$ cat src/rtl/ex_mem_buffer.sv
// EX->MEM pipeline buffer with a valid/ready handshake and EX->EX forwarding taps.
// Define EX_MEM_SKID_EN to add a skid entry and make ex_ready registered.
module ex_mem_buffer #(
  parameter int unsigned DATA_W = 32,
  parameter int unsigned ADDR_W = 32,
  parameter int unsigned REG_W  = 5
) (
  input  logic              clk,
  input  logic              rst_n,
  input  logic              flush,
  input  logic              ex_valid,
  output logic              ex_ready,
  input  logic [DATA_W-1:0] ex_result,
  input  logic [DATA_W-1:0] ex_store_data,
  input  logic [ADDR_W-1:0] ex_pc,
  input  logic              ex_wb_en,
  input  logic [REG_W-1:0]  ex_wb_addr,
  input  logic              ex_mem_rd,
  input  logic              ex_mem_wr,
  output logic              mem_valid,
  input  logic              mem_ready,
  output logic [DATA_W-1:0] mem_result,
  output logic [DATA_W-1:0] mem_store_data,
  output logic [ADDR_W-1:0] mem_pc,
  output logic              mem_wb_en,
  output logic [REG_W-1:0]  mem_wb_addr,
  output logic              mem_mem_rd,
  output logic              mem_mem_wr,
  output logic              fwd_en,
  output logic [REG_W-1:0]  fwd_addr,
  output logic [DATA_W-1:0] fwd_data,
  output logic              load_pending
);

  typedef struct packed {
    logic [DATA_W-1:0] result;
    logic [DATA_W-1:0] store_data;
    logic [ADDR_W-1:0] pc;
    logic              wb_en;
    logic [REG_W-1:0]  wb_addr;
    logic              mem_rd;
    logic              mem_wr;
  } entry_t;

  // Encoding doubles as the valid bits: bit0 = OUT valid, bit1 = SKID valid.
  typedef enum logic [1:0] {
    EMPTY = 2'b00,
    BUSY  = 2'b01,
    FULL  = 2'b11
  } state_e;

  state_e state_q, state_d;
  entry_t out_q, out_d, in_entry;
  logic   fwd_en_q, fwd_en_d;
  logic   load_pending_q, load_pending_d;
  logic   in_fire, out_fire;

  assign in_entry = {ex_result, ex_store_data, ex_pc, ex_wb_en, ex_wb_addr, ex_mem_rd, ex_mem_wr};
  assign in_fire  = ex_valid & ex_ready;
  assign out_fire = state_q[0] & mem_ready;

`ifdef EX_MEM_SKID_EN
  entry_t skid_q, skid_d;
  logic   ex_ready_q, ex_ready_d;
  assign ex_ready = ex_ready_q;
`else
  assign ex_ready = ~state_q[0] | mem_ready;
`endif

  always_comb begin
    state_d = state_q;
    out_d   = out_q;
`ifdef EX_MEM_SKID_EN
    skid_d  = skid_q;
`endif
    if (flush) begin
      state_d = EMPTY;
    end else begin
      case (state_q)
        EMPTY: begin
          if (in_fire) begin
            state_d = BUSY;
            out_d   = in_entry;
          end
        end
        BUSY: begin
          if (in_fire && out_fire) begin
            out_d = in_entry;
          end else if (out_fire) begin
            state_d = EMPTY;
          end else if (in_fire) begin
`ifdef EX_MEM_SKID_EN
            state_d = FULL;
            skid_d  = in_entry;
`endif
          end
        end
`ifdef EX_MEM_SKID_EN
        FULL: begin
          if (out_fire) begin
            state_d = BUSY;
            out_d   = skid_q;
          end
        end
`endif
        default: state_d = EMPTY;
      endcase
    end

`ifdef EX_MEM_SKID_EN
    ex_ready_d = (state_d != FULL);
`endif
    // Side-band outputs are precomputed from next-state OUT so they leave from flops.
    fwd_en_d       = state_d[0] & out_d.wb_en & ~out_d.mem_rd & (out_d.wb_addr != '0);
    load_pending_d = state_d[0] & out_d.wb_en & out_d.mem_rd;
  end

  always_ff @(posedge clk or negedge rst_n) begin
    if (!rst_n) begin
      state_q        <= EMPTY;
      out_q          <= '0;
      fwd_en_q       <= 1'b0;
      load_pending_q <= 1'b0;
    end else begin
      state_q        <= state_d;
      out_q          <= out_d;
      fwd_en_q       <= fwd_en_d;
      load_pending_q <= load_pending_d;
    end
  end

`ifdef EX_MEM_SKID_EN
  always_ff @(posedge clk or negedge rst_n) begin
    if (!rst_n) begin
      skid_q     <= '0;
      ex_ready_q <= 1'b1;
    end else begin
      skid_q     <= skid_d;
      ex_ready_q <= ex_ready_d;
    end
  end
`endif

  assign mem_valid      = state_q[0];
  assign mem_result     = out_q.result;
  assign mem_store_data = out_q.store_data;
  assign mem_pc         = out_q.pc;
  assign mem_wb_en      = out_q.wb_en;
  assign mem_wb_addr    = out_q.wb_addr;
  assign mem_mem_rd     = out_q.mem_rd;
  assign mem_mem_wr     = out_q.mem_wr;
  assign fwd_en         = fwd_en_q;
  assign fwd_addr       = out_q.wb_addr;
  assign fwd_data       = out_q.result;
  assign load_pending   = load_pending_q;

endmodule
$ cat config.mk
export PLATFORM = sky130hd
export DESIGN_NAME = ex_mem_buffer
export DESIGN_NICKNAME = d
export VERILOG_FILES = /design/src/rtl/ex_mem_buffer.sv
export SDC_FILE = /design/constraint.sdc
export NUM_CORES = 1
export LEC_CHECK = 0
export ABC_AREA = 1
export BUFFER_PORTS_ARGS = -buffer_cell sky130_fd_sc_hd__buf_2
export CAP_MARGIN = 20
export CORE_MARGIN = 3
export CORE_UTILIZATION = 44
export DETAILED_ROUTE_END_ITERATION = 7
export PLACE_DENSITY = 0.88
export SLEW_MARGIN = 20
export SYNTH_ARGS = -nofsm -noshare
export SYNTH_HDL_FRONTEND = slang
export SYNTH_SLANG_ARGS = --single-unit
$ cat constraint.sdc
create_clock -name clk -period 1.7 [get_ports clk]
set_input_delay 0.17 -clock clk [delete_from_list [all_inputs] [get_ports clk]]
set_output_delay 0.17 -clock clk [all_outputs]
set_load 0.02 [all_outputs]
; Word level (Yosys, flattened, before mapping)
; Index checks and enable logic that the tools add are counted.
[word_totals]
regBits = 108
in_bits = 109
out_inout_bits = 145
wordCells = 42
[classes]
n_eq_ne = 6
mux = 9
bitwise = 10
reduce_logical = 6
[ops]
columns = cell, n
row1 = $mux W104, 2
row2 = $pmux W104 S2, 1
row3 = $ne A3 B3 Y1 const B, 3
row4 = $mux W2, 4
row5 = $mux W8, 1
row6 = $and A1 B1 Y1, 6
row7 = $reduce_bool A5 Y1, 1
row8 = $ne A2 B2 Y1 const B, 2
row9 = $pmux W2 S2, 1
row10 = $reduce_and A4 Y1, 1
row11 = $not A1 Y1, 3
row12 = $reduce_and A3 Y1, 1
row13 = $eq A2 B1 Y1 const B, 1
row14 = $logic_not A2 Y1, 1
row15 = $reduce_bool A2 Y1, 1
row16 = $logic_and A1 B1 Y1, 1
row17 = $or A1 B1 Y1, 1

; Depth between registers and ports, before layout
[logic_depth]
ltp_word = 10
mapped_depth = 9
ltp_nobuf = 8

; Least setup slack after synthesis
; No wires, ideal clock.
[synth_path]
kind = reg2reg
from = register state_q[0]
to = register out_q (netlist bit mem_pc[30])
setup_ps = 125
arrival_time_ps = 1392
t_required_ps = 1575
path_slack_ps = 183
path_stages_with_launch = 6
n_path_buf = 2
period_less_slack_ps = 1517
cell_sequence = dfrtp_1 nand2_2 nand2_2 buf_6 buf_6 mux2_4
[synth_between]
elab_chain_len = 6
word_cells_on_any_way = 12
cone_classes = eq/ne: 3 / mux: 1 / bitwise: 4 / reduce/logical: 4
[synth_rtl]
columns = element, line
row1 = "start, declared", 52  ; state_e state_q, state_d;
row2 = "start signal, assigned", 125  ; state_q <= state_d;
row3 = $not A1 Y1 *, 67  ; assign ex_ready = ~state_q[0] | mem_ready;
row4 = $or A1 B1 Y1 *, 67
row5 = net ex_ready, 12  ; output logic ex_ready,
row6 = $and A1 B1 Y1 *, 59  ; assign in_fire = ex_valid & ex_ready;
row7 = $logic_and A1 B1 Y1, 87  ; if (in_fire && out_fire) begin
row8 = $ne A2 B2 Y1 (no source line), -
row9 = $reduce_and A4 Y1 (no source line) *, -
row10 = "end signal, assigned", 126  ; out_q <= out_d;
row11 = "end, declared", 53  ; entry_t out_q, out_d, in_entry;
; The timed path passes the listed nets; every way through them passes the cells marked *.
; A chain may end at the register's enable or synchronous reset.

; Final worst setup path
[layout_path]
from = register state_q[0]
to = register out_q (netlist bit fwd_data[24])
[layout_between]
elab_chain_len = 6
word_cells_on_any_way = 12
cone_classes = eq/ne: 3 / mux: 1 / bitwise: 4 / reduce/logical: 4
[layout_rtl]
columns = element, line
row1 = $not A1 Y1, 67
row2 = $or A1 B1 Y1, 67
row3 = $and A1 B1 Y1, 59
row4 = $logic_and A1 B1 Y1, 87
row5 = $ne A2 B2 Y1 (no source line), -
row6 = $reduce_and A4 Y1 (no source line), -
; Several ways; a longest one is shown, not always the timed one.

==> flow_metrics.py <==
metrics = {
    "die": {
        "die_x_um": 106.4,
        "dieArea_sq_um": 11330,
        "ios": 254,
        "fp-row-count": 36,
        "coreArea_sq_um": 9774,
        "start_util_pct": 45.42,
        "fp.dieH_um": 106.4,
    },
    "critical_path": {
        "crit_start": "state_q[0]",
        "r2r_start": "state_q[0]",
        "slowest_stage": "dfrtp_1",
        "path_cells": "nand2_2, nand2_4, buf_12, mux2_2",
        "cp-start-kind": "flip-flop",
        "max_stage_delay_ns": 0.38,
        "endpoint_kind": "flip-flop",
        "required_ns": 1.93,
        "crit_path_max_fanout": 33,
        "critPathArrivalTime_ns": 1.82,
        "crit_family": "simple AND/OR/NAND/NOR gates",
        "path_buf_inv": 1,
        "path_class": "reg -> reg",
    },
    "worst_hold_path": {
        "min_path_type": "in -> reg",
        "worstHoldStart": "ex_result[15]",
    },
    "timing": {
        "setup_viol": 0,
        "slew_violations": 0,
        "setup_ws_ns": 0.1077,
        "worst_pin_slew_ns": 0.3996,
        "final_hold_viol_count": 0,
        "fin_crit_sh_pct": 93.67,
        "maxSlewHeadroom_pct": 73.36,
        "finClkSkew_ns": 0.008768,
        "setup_tns_ns": 0,
        "fmaxAchievable_mhz": 628.0,
        "rsz0062_at_grt": "false",
        "finalCriticalPeriod_ns": 1.592,
    },
    "route": {
        "wl_per_cell_um": 15.67,
        "dr.pass1.iters": 4,
        "drt_iter0_drc": 99,
        "antenna_left": 0,
        "vias": 3004,
        "viasPerCell": 4.572,
        "postRouteWirelength_mm": 10.29,
        "drc": 0,
    },
    "power_and_ir_drop": {
        "p_per_area_nw_per_um2": 1194,
        "switchingPower_mw": 2.356,
        "p_total_mw": 6.960,
        "clkPwrFrac_pct": 22.6,
        "power_frac_seq_pct": 46.3,
        "sw_frac_of_total_pct": 33.85,
        "ir_worst_vdd_mv": 0.6304,
        "internal_power_mw": 4.605,
        "leakage_nw": 3.121,
        "combPwrFrac_pct": 31.1,
    },
    "clock_network": {
        "cts.clk_slew.worst_paths_ns": 0.10,
        "cts_tree": "yes",
        "clk_latency_ns": 0.36,
        "clock_path_buffers": 2,
        "postCtsSetupRepairBufs": 0,
        "cts_sinks": 107,
        "cts_hold_buf": 1,
        "cts_made_buffers": 9,
        "ctsHtreeMaxLevel": 3,
        "cts-root-buf": "clkbuf_8",
        "post_cts_resized": 0,
    },
    "placed_design": {
        "place.gp.congestion": 0.7408,
        "dp_worst_setup_slack_ns": 0.1330,
        "dp_cells": 640,
        "numPortBuffers": 253,
        "place_hpwl_mm": 7.979,
    },
    "grt": {
        "grt_usage_pct": 18.10,
        "first_global_vias": 3155,
        "grt_pass1_wl_mm": 16.08,
        "grt_max_degree": 42,
        "antenna_found_initial": 0,
        "grt_overflow": 0,
    },
    "yosys": {
        "synth_area_sq_um": 4439,
        "syn_avg_cell_area_sq_um": 14.95,
        "synth-seq-cells": 107,
        "synth_cell_types": 17,
        "yosys_warnings": 0,
        "synth_fp_nets": 406,
        "postSynthCellCount": 297,
        "ys_seq_area_share_pct": 60.32,
    },
    "cells_and_area": {
        "num_antenna_cells": 0,
        "fillers": 762,
        "drive_gt1_share_pct": 71.37,
        "multi_input_area_sq_um": 1346,
        "regArea_sq_um": 2678,
        "area_growth_pct": 31.37,
        "fin_nets": 628,
        "final_cells": 657,
    },
    "job": {
        "timing.max_cap.violations": 0,
    },
    "status": {
        "status": "finished clean",
    },
}
[through the flow]
step | util, % | cell area [sq um] | hold slack (ns)
after floorplan | - | 4439 | -0.1256
after global placement | 57.49 | 5619 | 0.1192
after detailed placement | 57.49 | 5619 | 0.1245
after CTS | 59.66 | 5832 | 0.01179
after global routing | 59.66 | 5832 | 0.005911
final | 59.66 | 5832 | 0.03814
[power groups by stage]
stage / clock network [mW] / registers, mW / logic (mW)
global route: 1.76 / 3.28 / 2.30
finish: 1.57 / 3.22 / 2.17
detailed placement: 0 / 3.27 / 2.19
CTS: 1.64 / 3.23 / 2.20
global placement: 0 / 3.24 / 2.15
floorplan: 0 / 3.78 / 0.972
[worst register-to-register path: stages (launching register included)]
cell	delay, ns
dfrtp_1	0.38
nand2_2	0.13
nand2_4	0.31
buf_12	0.27
mux2_2	0.39
[cell families (layout without fill, tap and decap cells)]
group | after synthesis | after routing | synth area share (%)
flops | 107 | 107 | 60.32
compound gates | 4 | 4 | 0.4508
simple gates | 25 | 25 | 2.621
mux | 97 | 97 | 27.14
buf+inv | 64 | 291 | 9.470
[state kept, by name, summed over array words and instances (netlist names)]
register        flops
load_pending        1
mem_mem_wr          1
state_q             1
mem_wb_en           1
mem_pc             32
fwd_data           32
mem_store_data     32
mem_mem_rd          1
fwd_en              1
fwd_addr            5
[cells in the final DEF, fill, tap and decap left out, drive strengths merged]
cell and n:
buf 258, nand2 15, nor2 4, dlygate4sd3 1, inv 17, clkbuf 11, nand3b 1, a21oi 1
mux2 97, clkinv 3, dfrtp 107, bufinv 1, nand3 5, o21ai 3
[worst paths after layout]
path / endpoint / slack [ns] / cells after the start
setup / recovery: fwd_data[24] / 0.11 / 4
hold / removal: fwd_data[15] / 0.04 / 2
setup reg to reg: fwd_data[24] / 0.11 / 4
hold reg to reg: mem_pc[12] / 0.51 / 1
max in group asynchronous: fwd_addr[1] / 0.87 / 3
min in group asynchronous: mem_store_data[28] / 0.27 / 2
[per-layer routing]
layer  vias up  share of wire (%)  track usage [%]
li1       1391                  -                -
met1      1461                 39            22.00
met2       145                 53            31.72
met3         7                7.7            4.007
met4         0               0.94            6.393
met5         -                  0                0
[cell type report]
type	count	share of cell area (%)
well taps	133	2.853
flip-flops and latches	107	45.91
clock inverters	5	1.051
multi-input cells	126	23.09
inverters	16	1.030
clock buffers	11	2.424
repair buffers	259	23.64
[synthesized netlist by cell type]
master | instances | area, sq um
nand2_1 | 13 | 48.80
nand3b_1 | 1 | 7.510
mux2_4 | 30 | 450.4
o21ai_0 | 2 | 10.01
inv_1 | 15 | 56.30
buf_6 | 4 | 45.04
nand2_2 | 2 | 12.51
buf_2 | 6 | 30.03
buf_4 | 38 | 285.3
mux2_2 | 67 | 754.5
nor2_1 | 3 | 11.26
inv_2 | 1 | 3.750
nand3_1 | 5 | 25.02
a21oi_1 | 1 | 5.000
nor2_4 | 1 | 11.26
dfrtp_1 | 107 | 2678
o21ai_1 | 1 | 5.000
No activity file was read; power rests on OpenSTA's default activity.
